==> src/rtl/bus_data_router.sv <==
// Registered N-source read-return router: grants one source per read strobe,
// inserts wait states, latches data until the strobe ends. Optional stall
// timeout is enabled by defining BUS_DATA_ROUTER_TIMEOUT_EN.
module bus_data_router #(
    parameter int SOURCES    = 4,
    parameter int DATA_WIDTH = 8,
    parameter int WAIT_WIDTH = 4,
    parameter int TIMEOUT    = 255
) (
    input  logic                          clock,
    input  logic                          reset_n,
    input  logic                          read_n,
    input  logic [SOURCES-1:0]            source_claim,
    input  logic [SOURCES*DATA_WIDTH-1:0] source_data,
    input  logic [SOURCES-1:0]            source_ready,
    input  logic [SOURCES*WAIT_WIDTH-1:0] source_wait,
    input  logic                          ext_claim,
    input  logic [DATA_WIDTH-1:0]         ext_data,
    input  logic                          ext_ready,
    input  logic                          conflict_clear,
    output logic [DATA_WIDTH-1:0]         data_out,
    output logic                          bus_ready,
    output logic                          data_bus_direction,
    output logic [3:0]                    grant_index,
    output logic                          conflict,
    output logic                          timeout_error
);

    localparam logic [1:0] S_IDLE = 2'd0;
    localparam logic [1:0] S_WAIT = 2'd1;
    localparam logic [1:0] S_HOLD = 2'd2;

    localparam logic [3:0] GRANT_NONE = 4'd15;
    localparam logic [3:0] GRANT_EXT  = 4'(SOURCES);

    if (SOURCES < 1 || SOURCES > 8 || TIMEOUT < 1 || TIMEOUT > 65535) begin : g_param_check
        $error("bus_data_router: parameter out of range");
    end

    logic [1:0]            state;
    logic                  read_q;
    logic                  prev_read;
    logic                  armed;
    logic [WAIT_WIDTH-1:0] wait_cnt;
    logic [3:0]            pick;
    logic [WAIT_WIDTH-1:0] pick_wait;
    logic [3:0]            n_claims;
    logic                  start;
    logic                  sel_ready;
    logic [DATA_WIDTH-1:0] sel_data;

    // Reverse scan so the lowest-index claim wins; external only when no claim.
    always_comb begin
        pick      = GRANT_NONE;
        pick_wait = '0;
        n_claims  = '0;
        if (ext_claim) pick = GRANT_EXT;
        for (int i = SOURCES - 1; i >= 0; i--) begin
            if (source_claim[i]) begin
                pick      = 4'(i);
                pick_wait = source_wait[i*WAIT_WIDTH +: WAIT_WIDTH];
            end
            n_claims = n_claims + {3'b000, source_claim[i]};
        end
    end

    always_comb begin
        sel_ready = 1'b1;
        sel_data  = '0;
        if (grant_index == GRANT_EXT) begin
            sel_ready = ext_ready;
            sel_data  = ext_data;
        end
        for (int i = 0; i < SOURCES; i++) begin
            if (grant_index == 4'(i)) begin
                sel_ready = source_ready[i];
                sel_data  = source_data[i*DATA_WIDTH +: DATA_WIDTH];
            end
        end
    end

    // armed blocks a spurious start when read_n is already low out of reset.
    assign start = (state == S_IDLE) && armed && prev_read && !read_q;

`ifdef BUS_DATA_ROUTER_TIMEOUT_EN
    logic [15:0] timeout_cnt;
`else
    assign timeout_error = 1'b0;
`endif

    always_ff @(posedge clock or negedge reset_n) begin
        if (!reset_n) begin
            state              <= S_IDLE;
            read_q             <= 1'b0;
            prev_read          <= 1'b1;
            armed              <= 1'b0;
            wait_cnt           <= '0;
            data_out           <= '0;
            bus_ready          <= 1'b0;
            data_bus_direction <= 1'b0;
            grant_index        <= GRANT_NONE;
            conflict           <= 1'b0;
`ifdef BUS_DATA_ROUTER_TIMEOUT_EN
            timeout_cnt        <= '0;
            timeout_error      <= 1'b0;
`endif
        end else begin
            read_q    <= read_n;
            prev_read <= read_q;
            armed     <= armed | read_q;
`ifdef BUS_DATA_ROUTER_TIMEOUT_EN
            timeout_error <= 1'b0;
`endif
            if (conflict_clear) conflict <= 1'b0;
            else if (start && n_claims > 4'd1) conflict <= 1'b1;

            case (state)
                S_IDLE: begin
                    if (start) begin
                        grant_index        <= pick;
                        data_bus_direction <= (pick == GRANT_EXT);
                        wait_cnt           <= pick_wait;
`ifdef BUS_DATA_ROUTER_TIMEOUT_EN
                        timeout_cnt        <= '0;
`endif
                        state              <= S_WAIT;
                    end
                end
                S_WAIT: begin
                    if (read_q) begin
                        grant_index        <= GRANT_NONE;
                        data_bus_direction <= 1'b0;
                        state              <= S_IDLE;
                    end else if (wait_cnt == '0 && sel_ready) begin
                        data_out  <= sel_data;
                        bus_ready <= 1'b1;
                        state     <= S_HOLD;
                    end else begin
                        if (wait_cnt != '0) wait_cnt <= wait_cnt - 1'b1;
`ifdef BUS_DATA_ROUTER_TIMEOUT_EN
                        if (timeout_cnt == 16'(TIMEOUT - 1)) begin
                            data_out      <= '1;
                            bus_ready     <= 1'b1;
                            timeout_error <= 1'b1;
                            state         <= S_HOLD;
                        end else begin
                            timeout_cnt <= timeout_cnt + 16'd1;
                        end
`endif
                    end
                end
                S_HOLD: begin
                    if (read_q) begin
                        data_out           <= '0;
                        bus_ready          <= 1'b0;
                        grant_index        <= GRANT_NONE;
                        data_bus_direction <= 1'b0;
                        state              <= S_IDLE;
                    end
                end
                default: state <= S_IDLE;
            endcase
        end
    end

endmodule
==> config.mk <==
export PLATFORM = sky130hd
export DESIGN_NAME = bus_data_router
export DESIGN_NICKNAME = d
export VERILOG_FILES = /design/src/rtl/bus_data_router.sv
export SDC_FILE = /design/constraint.sdc
export NUM_CORES = 1
export LEC_CHECK = 0
export CAP_MARGIN = 25
export CORE_MARGIN = 5
export CORE_UTILIZATION = 41
export CTS_BUF_LIST = sky130_fd_sc_hd__clkbuf_4
export DETAILED_ROUTE_END_ITERATION = 8
export PLACE_DENSITY = 0.8
export SYNTH_ARGS = -nofsm -noshare
export SYNTH_HDL_FRONTEND = slang
export SYNTH_SLANG_ARGS = --single-unit
==> constraint.sdc <==
create_clock -name clock -period 2.45 [get_ports clock]
set_clock_uncertainty 0.15 [all_clocks]
set_input_delay 0.3675 -clock clock [delete_from_list [all_inputs] [get_ports clock]]
set_output_delay 0.3675 -clock clock [all_outputs]
set_load 0.02 [all_outputs]
==> impl_metrics.csv, run 1 <==
group,metric,value,unit
layout,final_util,66.4,%
worst_setup_path,ff2ff_path_depth,7,
detailed_routing,wire_per_inst,15.6,um
placement,io_buffers,84,
yosys,synthXorXnorAreaFrac,0,%
global_route,grt_pass1_wl,7980,um
yosys,synth_simple_gate_area_share,16.4,%
power,vdd_ir_drop_max,0.600,mV
worst_setup_path,path_max_fanout,5,
yosys,synth_top_family_by_area,"compound AO/OA/AOI/OAI gates",
clock_network,htree_levels,1,
worst_setup_path,setup.worst_path.start,"state[0]$_DFFE_PN0P_",
yosys,synth_compound_area_share,33.6,%
placement,gp_congestion,0.869,
yosys,yosysWarningCount,0,
die,coreArea,4000,um^2
yosys,synthDistinctLibCells,43,
layout,final_common_cell,"clkdlybuf4s50_1",
clock_network,cts_tree,"yes",
die,initial_core_util,42.3,%
global_route,grt-ovfl-total,0,
detailed_routing,drc,0,
yosys,syn_inst,196,
layout,final_cell_mix,"clkdlybuf4s50_1, nor2_1, o21ai_0, dfrtp_1, inv_1",
worst_setup_path,worst-setup-path-type,"flip-flop to flip-flop",
worst_setup_path,startpoint_type,"flip-flop",
clock_network,clk_path_buf_depth,2,
power,p_leak,1.06,nW
die,dieArea,5510,um^2
layout,insertedDiodeCount,0,
clock_network,clk_pin_slew,130,ps
yosys,syn_area,1690,um^2
sta,period_share,90.1,%
worst_setup_path,crit_arrival,2260,ps
layout,synthToLayoutAreaGrowth,57.2,%
sta,finalSetupViolCount,0,
clock_network,numCtsBuffers,3,
yosys,syn_nets,273,
sta,rsz0062_at_grt,"false",
global_route,grt_usage,18.2,%
power,power_density,912,nW/um^2
status,status,"completed",
detailed_routing,firstDrtPassIters,4,
hold_path,hold_class,"input pin to asynchronous set/reset pin",
detailed_routing,drt_iter0_markers,64,
placement,hpwl,4250,um
worst_setup_path,r2r-end,"state[0]$_DFFE_PN0P_",
sta,tns,0,ps
worst_setup_path,r2r-start,"state[0]$_DFFE_PN0P_",
flow_run,cap_violations,0,
worst_setup_path,worst_setup_path_end_kind,"flip-flop",
sta,hold_viol_final,0,
yosys,synth_top_area_share,28.1,%
yosys,synth_seq_cells,24,
detailed_routing,ant_nets,0,
global_route,antenna_found_initial,0,
yosys,synthMuxAreaShare,1.92,%
sta,maxSlewViolCount,0,
yosys,synthFlopType,"dfrtp_1",
global_route,grt_max_degree,25,
die,rows,23,
sta,min_period,2210,ps
global_route,grt_pass1_vias,1801,
clock_network,clock_latency,310,ps
die,die_w,74.2,um
yosys,syn_area_per_cell,8.62,um^2
detailed_routing,routed_wl,5210,um
yosys,async_flop_share,100,%
clock_network,cts-root-buf,"clkbuf_4",
clock_network,ctsHoldBuffers,0,
yosys,synth-adder-area-share,5.63,%
yosys,yosysTopAreaCell,"dfrtp_1",
detailed_routing,vias,1838,
clock_network,post_cts_buffers,0,
yosys,synth-edff-count,0,
layout,drive_above_1_share,9.15,%
clock_network,cts_resized,0,
die,ios,86,
die,die_h,74.2,um
clock_network,clock_sinks,24,
layout,fillCellCount,342,
sta,max_freq,453,MHz
yosys,ys_seq_area_share,35.9,%
layout,nNetsFinal,362,
detailed_routing,viasPerCell,5.50,
worst_setup_path,cp.required,2500,ps
yosys,ys_top_cells_by_area,"dfrtp_1, dfstp_2, o21ai_0, nor2_1, ha_1",
sta,holdWs,251,ps
worst_setup_path,r2r_slack,240,ps
[critical path, cell delays in order (launching register included)]
cell,delay [ps]
dfrtp_1,430
inv_1,120
ha_1,260
nand4b_1,240
a22oi_2,250
o21ai_0,120
a41oi_1,200
mux2_1,340
[how the worst max path moves through the flow]
stage | cells after the start | endpoint
after floorplan | 5 | state[0]$_DFFE_PN0P_
after global placement | 6 | state[0]$_DFFE_PN0P_
after detailed placement | 6 | data_out[0]$_DFFE_PN0P_
after CTS | 6 | data_out[4]$_DFFE_PN0P_
after global routing | 7 | state[0]$_DFFE_PN0P_
final | 7 | state[0]$_DFFE_PN0P_
[where the power goes]
part	internal [mW]	leakage (nW)	switching [mW]
Sequential	0.565	0.293	0.132
Combinational	0.745	0.751	0.793
Clock	0.0746	0.0184	0.113
[synth_stat cells, types with 5 or more instances]
master and instances:
nand2_1 10, inv_1 13, a21boi_0 8, ha_1 6, dfrtp_1 19, dfstp_2 5, o22ai_1 9, a21oi_1 5
clkbuf_1 5, o21ai_0 19, o31ai_1 8, nand3_1 10, nor2_1 21, o31a_1 8
[area by class of cell]
cell class	instances	area, um^2	share of cell area, %
Timing Repair Buffer	94	916	34.5
Clock buffer	4	30.0	1.13
Multi-Input combinational cell	149	993	37.4
Tap cell	50	62.6	2.35
Sequential cell	24	607	22.8
Inverter	13	48.8	1.84
[state kept, by name, summed over array words and instances, names as in the netlist]
name,count
data_out,8
grant_index,4
wait_cnt,4
state,2
armed,1
bus_ready,1
conflict,1
data_bus_direction,1
prev_read,1
read_q,1
[routing by layer]
metal	share of wire (%)	GRT usage [%]
met1	44	22.2
met2	44	31.3
met3	11	5.68
met4	0.86	4.55
met5	0	0
[logic make-up after synthesis]
| family | after synthesis |
|---|---|
| AOI/OAI and AO/OA | 82 |
| adders and majority gates | 7 |
| buffers and inverters | 23 |
| DFF | 24 |
| muxes | 3 |
| other | 1 |
| and+or+nand+nor | 56 |
[metrics by stage]
stage	worst slack (ps)	cells	instance area [um^2]	total power, mW
after floorplan	378	196	1690	1.63
after global placement	211	330	2610	2.20
after detailed placement	209	330	2610	2.23
after CTS	171	334	2640	2.43
after global routing	20.7	334	2660	2.64
final	243	334	2660	2.42
No activity file was read; power rests on OpenSTA's default activity.
==> inputs of run 2 (changes only) <==
--- a/config.mk
+++ b/config.mk
@@ -5,12 +5,13 @@
 export SDC_FILE = /design/constraint.sdc
 export NUM_CORES = 1
 export LEC_CHECK = 0
-export CAP_MARGIN = 25
+export CAP_MARGIN = 10
 export CORE_MARGIN = 5
 export CORE_UTILIZATION = 41
 export CTS_BUF_LIST = sky130_fd_sc_hd__clkbuf_4
 export DETAILED_ROUTE_END_ITERATION = 8
 export PLACE_DENSITY = 0.8
+export RECOVER_POWER = 100
 export SYNTH_ARGS = -nofsm -noshare
 export SYNTH_HDL_FRONTEND = slang
 export SYNTH_SLANG_ARGS = --single-unit
==> run 2 against run 1 <==
Net effect: first-iteration DRC count grew 19%; total power decreased by 2.9%; clock power about the same; cell count did not move; critical path depth fell by 6; global-route usage unchanged; fmax is 3.8% lower; combinational power shrank 5%; largest power group unchanged.
==> impl_metrics.csv, run 2 (synthesis gave the netlist of run 1 again) <==
group,metric,value,unit
status,status,"completed",
sta,rsz0062_at_grt,"false",
layout,final_cell_mix,"clkdlybuf4s50_1, nor2_1, o21ai_0, dfrtp_1, dlygate4sd3_1",
worst_setup_path,startpoint_type,"flip-flop",
global_route,grt-ovfl-total,0,
clock_network,cts_tree,"yes",
layout,final_common_cell,"clkdlybuf4s50_1",
detailed_routing,wire_per_inst,15.6,um
layout,insertedDiodeCount,0,
layout,largestRegisters,"data_out (8), grant_index (4), wait_cnt (4)",
layout,fillCellCount,346,
clock_network,cts_resized,0,
clock_network,clk_path_buf_depth,2,
detailed_routing,ant_nets,0,
sta,tns,0,ps
clock_network,post_cts_buffers,0,
worst_setup_path,worst-setup-path-type,"flip-flop to output port",
worst_setup_path,crit_family,"flip-flops",
power,p_leak,1.08,nW
detailed_routing,vias,1827,
global_route,antenna_found_initial,0,
global_route,grt_max_degree,25,
sta,max_freq,436,MHz
layout,regArea,607,um^2
global_route,grt_pass1_vias,1801,
worst_setup_path,ff2ff_path_depth,7,
worst_setup_path,cp.required,1930,ps
layout,final_cells,334,
hold_path,hold_depth,0,
worst_setup_path,cpPeakStageDelay,780,ps
layout,final_util,66.1,%
sta,max_slew_margin,12.9,%
power,vdd_ir_drop_max,0.571,mV
die,die_w,74.2,um
power,power_density,890,nW/um^2
worst_setup_path,r2r_slack,240,ps
clock_network,ctsHoldBuffers,0,
layout,multi_input_area,993,um^2
clock_network,clock_sinks,24,
placement,gp_congestion,0.869,
clock_network,cts-root-buf,"clkbuf_4",
layout,nNetsFinal,362,
layout,largest_reg_flops,8,
sta,timing.final.ws_setup,156,ps
sta,worst_pin_slew,1310,ps
worst_setup_path,crit_chain,"clkdlybuf4s50_1",
hold_path,hold-path-endpoint,"prev_read$_DFF_PN1_",
global_route,grt_pass1_wl,7980,um
clock_network,clk_pin_slew,130,ps
worst_setup_path,crit_buf_inv,1,
detailed_routing,viasPerCell,5.47,
sta,period_share,93.6,%
placement,io_buffers,84,
sta,finalSetupViolCount,0,
layout,synthToLayoutAreaGrowth,56.3,%
sta,hold_viol_final,0,
placement,dp_slack,209,ps
clock_network,numCtsBuffers,3,
clock_network,clock_latency,310,ps
global_route,grt_usage,18.2,%
detailed_routing,firstDrtPassIters,4,
sta,maxSlewViolCount,0,
die,coreArea,4000,um^2
hold_path,hold_start,"read_q$_DFF_PN0_",
detailed_routing,drc,0,
die,die_h,74.2,um
worst_setup_path,worst_setup_path_end_kind,"output port",
placement,place_inst,330,
worst_setup_path,r2r-start,"state[0]$_DFFE_PN0P_",
layout,regMostFlops,"data_out",
die,initial_core_util,42.3,%
hold_path,hold_class,"flip-flop to flip-flop",
worst_setup_path,r2r-end,"state[0]$_DFFE_PN0P_",
clock_network,htree_levels,1,
placement,place_area,2610,um^2
die,dieArea,5510,um^2
flow_run,cap_violations,0,
die,rows,23,
layout,final_area,2640,um^2
worst_setup_path,path_max_fanout,13,
die,ios,86,
worst_setup_path,crit_arrival,1780,ps
detailed_routing,routed_wl,5190,um
sta,min_period,2290,ps
layout,drive_above_1_share,7.39,%
placement,hpwl,4250,um
worst_setup_path,crit_path_top_delay_cell,"dfstp_1",
detailed_routing,drt_iter0_markers,76,
run 2: how the worst max path moves through the flow:
stage,startpoint,end,cells past startpoint
2_1_floorplan,grant_index[2]$_DFFE_PN1P_,state[0]$_DFFE_PN0P_,5
3_3_place_gp,ext_ready,state[0]$_DFFE_PN0P_,6
3_5_place_dp,wait_cnt[0]$_DFFE_PN0P_,data_out[0]$_DFFE_PN0P_,6
4_1_cts,wait_cnt[0]$_DFFE_PN0P_,data_out[4]$_DFFE_PN0P_,6
5_1_grt,state[0]$_DFFE_PN0P_,state[0]$_DFFE_PN0P_,7
6_report,grant_index[0]$_DFFE_PN1P_,grant_index[0],1
run 2: power by group:
group / leakage, nW / total (mW) / switching [mW] / internal [mW]
logic: 0.766 / 1.47 / 0.792 / 0.682
clock network: 0.0184 / 0.188 / 0.114 / 0.0747
registers: 0.292 / 0.691 / 0.128 / 0.562
total: 1.08 / 2.35 / 1.03 / 1.32
run 2: cell type report:
type / count / area share [%]
sequential: 24 / 23.0
tap: 50 / 2.37
timing repair buffer: 94 / 34.1
clock buffer: 4 / 1.14
inverter: 13 / 1.85
multi-input combinational: 149 / 37.6
run 2: per-stage QoR:
stage | power, mW | hold WS, ps
after global placement | 2.20 | 300
after detailed placement | 2.23 | 295
after floorplan | 1.63 | -78.1
final | 2.35 | 319
after global routing | 2.57 | 335
after CTS | 2.43 | 250
run 2: routing by layer:
| layer | track usage (%) | wire, um | vias up |
|---|---|---|---|
| met1 | 22.2 | 2270 | 828 |
| met2 | 31.3 | 2260 | 84 |
| met4 | 4.55 | 48 | 0 |
| li1 | - | - | 909 |
| met3 | 5.68 | 614 | 6 |
| met5 | 0 | 0 | - |
==> inputs of run 3 (changes only) <==
--- a/config.mk
+++ b/config.mk
@@ -12,6 +12,7 @@
 export DETAILED_ROUTE_END_ITERATION = 8
 export PLACE_DENSITY = 0.8
 export RECOVER_POWER = 100
+export SETUP_SLACK_MARGIN = 0.2
 export SYNTH_ARGS = -nofsm -noshare
 export SYNTH_HDL_FRONTEND = slang
 export SYNTH_SLANG_ARGS = --single-unit
==> run 3 against run 2 <==
Net effect: first-iteration DRC count down 11%; non-clock buffer count grew 1; total power grew 0.38%; sequential cell count unchanged; register-to-register slack better by 60 ps; combinational power about the same; critical path depth unchanged; largest power group unchanged; critical path type unchanged; hold slack better by 3.9 ps; cell area up 0.28%; sequential share of layout area down 0.065 points.
==> impl_metrics.csv, run 3 (synthesis gave the netlist of run 1 again) <==
group,metric,value,unit
clock_network,clock_latency,310,ps
layout,final_common_cell,"clkdlybuf4s50_1",
layout,largestRegisters,"data_out (8), grant_index (4), wait_cnt (4)",
detailed_routing,vias,1829,
worst_setup_path,r2r-start,"state[0]$_DFFE_PN0P_",
clock_network,htree_levels,1,
layout,final_cell_mix,"clkdlybuf4s50_1, nor2_1, o21ai_0, dfrtp_1, dlygate4sd3_1",
sta,hold_viol_final,0,
layout,final_util,66.2,%
die,initial_core_util,42.3,%
clock_network,clock_sinks,24,
global_route,grt_max_degree,25,
layout,regMostFlops,"data_out",
clock_network,cts_tree,"yes",
hold_path,hold_class,"flip-flop to flip-flop",
global_route,grt_usage,18.2,%
power,swShare,44.1,%
status,status,"completed",
worst_setup_path,crit_chain,"dlygate4sd3_1",
detailed_routing,wire_per_inst,15.7,um
clock_network,numCtsBuffers,3,
layout,largest_reg_flops,8,
layout,multi_input_area,1000,um^2
sta,maxSlewViolCount,0,
detailed_routing,viasPerCell,5.46,
sta,max_freq,452,MHz
power,power_density,891,nW/um^2
clock_network,cts-root-buf,"clkbuf_4",
worst_setup_path,cpPeakStageDelay,710,ps
worst_setup_path,path_max_fanout,13,
layout,fillCellCount,352,
detailed_routing,drt_iter0_markers,68,
worst_setup_path,crit_buf_inv,1,
power,switchingPower,1.04,mW
detailed_routing,ant_nets,0,
detailed_routing,routed_wl,5270,um
worst_setup_path,ff2ff_path_depth,7,
die,dieArea,5510,um^2
worst_setup_path,crit_family,"buffers and inverters",
sta,finalSetupViolCount,0,
worst_setup_path,setup.worst_path.start,"grant_index[0]$_DFFE_PN1P_",
global_route,grt_pass1_vias,1801,
layout,synthToLayoutAreaGrowth,56.8,%
global_route,grt_pass1_wl,7980,um
sta,worst_pin_slew,1320,ps
sta,tns,0,ps
placement,io_buffers,84,
worst_setup_path,cp.required,1930,ps
placement,hpwl,4250,um
power,vdd_ir_drop_max,0.555,mV
clock_network,clk_path_buf_depth,2,
hold_path,hold_depth,0,
global_route,antenna_found_initial,0,
die,coreArea,4000,um^2
layout,nNetsFinal,363,
power,p_comb_share,62.5,%
sta,rsz0062_at_grt,"false",
hold_path,hold_start,"read_q$_DFF_PN0_",
worst_setup_path,worst_setup_path_end_kind,"output port",
power,pwr-share-clk,7.9,%
placement,gp_congestion,0.869,
die,ios,86,
worst_setup_path,crit_path_top_delay_cell,"dlygate4sd3_1",
sta,min_period,2210,ps
worst_setup_path,worst-setup-path-type,"flip-flop to output port",
clock_network,clk_pin_slew,130,ps
layout,insertedDiodeCount,0,
sta,max_slew_margin,12.2,%
worst_setup_path,crit_arrival,1700,ps
sta,period_share,90.4,%
die,die_w,74.2,um
global_route,grt-ovfl-total,0,
power,p_leak,1.08,nW
detailed_routing,firstDrtPassIters,4,
power,seqPwrFrac,29.6,%
clock_network,ctsHoldBuffers,0,
layout,drive_above_1_share,8.42,%
flow_run,cap_violations,0,
power,internal-power,1.32,mW
die,rows,23,
layout,regArea,607,um^2
die,die_h,74.2,um
worst_setup_path,startpoint_type,"flip-flop",
detailed_routing,drc,0,
worst_setup_path,worst-path-stages,1,
## run 3: power by group through the flow
stage | registers [mW] | logic, mW | clock network, mW
3_5_place_dp | 0.706 | 1.53 | 0
4_1_cts | 0.698 | 1.53 | 0.198
6_report | 0.698 | 1.48 | 0.187
2_1_floorplan | 0.789 | 0.837 | 0
3_3_place_gp | 0.703 | 1.50 | 0
5_1_grt | 0.726 | 1.64 | 0.215
## run 3: area by class of cell
type / count / area share [%]
multi-input combinational: 149 / 37.9
clock buffer: 4 / 1.13
tap: 50 / 2.36
sequential: 24 / 22.9
inverter: 13 / 1.84
timing repair buffer: 95 / 33.9
## run 3: per-layer routing
metal	up-vias	global-route usage, %	wire, um
met1	833	22.2	2280
met5	-	0	0
li1	910	-	-
met4	0	4.55	48
met3	6	5.68	606
met2	80	31.3	2330
## run 3: worst register-to-register path: cells and delay by family, from the launching register on
kind                     cells  cell delay, ps
flip-flops                   1             430
multiplexers                 1             340
buffers and inverters        1             120
adder cells (fa/ha/maj)      1             260
AND/OR/NAND/NOR              1             200
AO/OA/AOI/OAI                3             530
## run 3: path summary, 6_finish.rpt
kind | slack [ps] | to
worst min register to register | 320 | prev_read$_DFF_PN1_
worst min-delay path | 320 | prev_read$_DFF_PN1_
worst max-delay path | 240 | grant_index[0]
min in group asynchronous | 710 | data_out[7]$_DFFE_PN0P_
worst max register to register | 300 | state[0]$_DFFE_PN0P_
max in group asynchronous | 670 | data_bus_direction$_DFFE_PN0P_
## run 3: metrics by stage
| step | setup slack, ps | hold slack (ps) | instances | power (mW) | instance area, um^2 |
|---|---|---|---|---|---|
| after CTS | 171 | 250 | 334 | 2.43 | 2640 |
| after floorplan | 378 | -78.1 | 196 | 1.63 | 1690 |
| after global routing | 105 | 334 | 335 | 2.58 | 2650 |
| after global placement | 211 | 300 | 330 | 2.20 | 2610 |
| final | 236 | 323 | 335 | 2.36 | 2650 |
| after detailed placement | 209 | 295 | 330 | 2.23 | 2610 |
## run 3: what timing repair did
action                     4_1_cts  5_1_grt
setup endpoints to repair        8       11
buffers inserted                 0        1
pin swaps                        0        2
cloned                           0        0
gates resized for setup          0        7
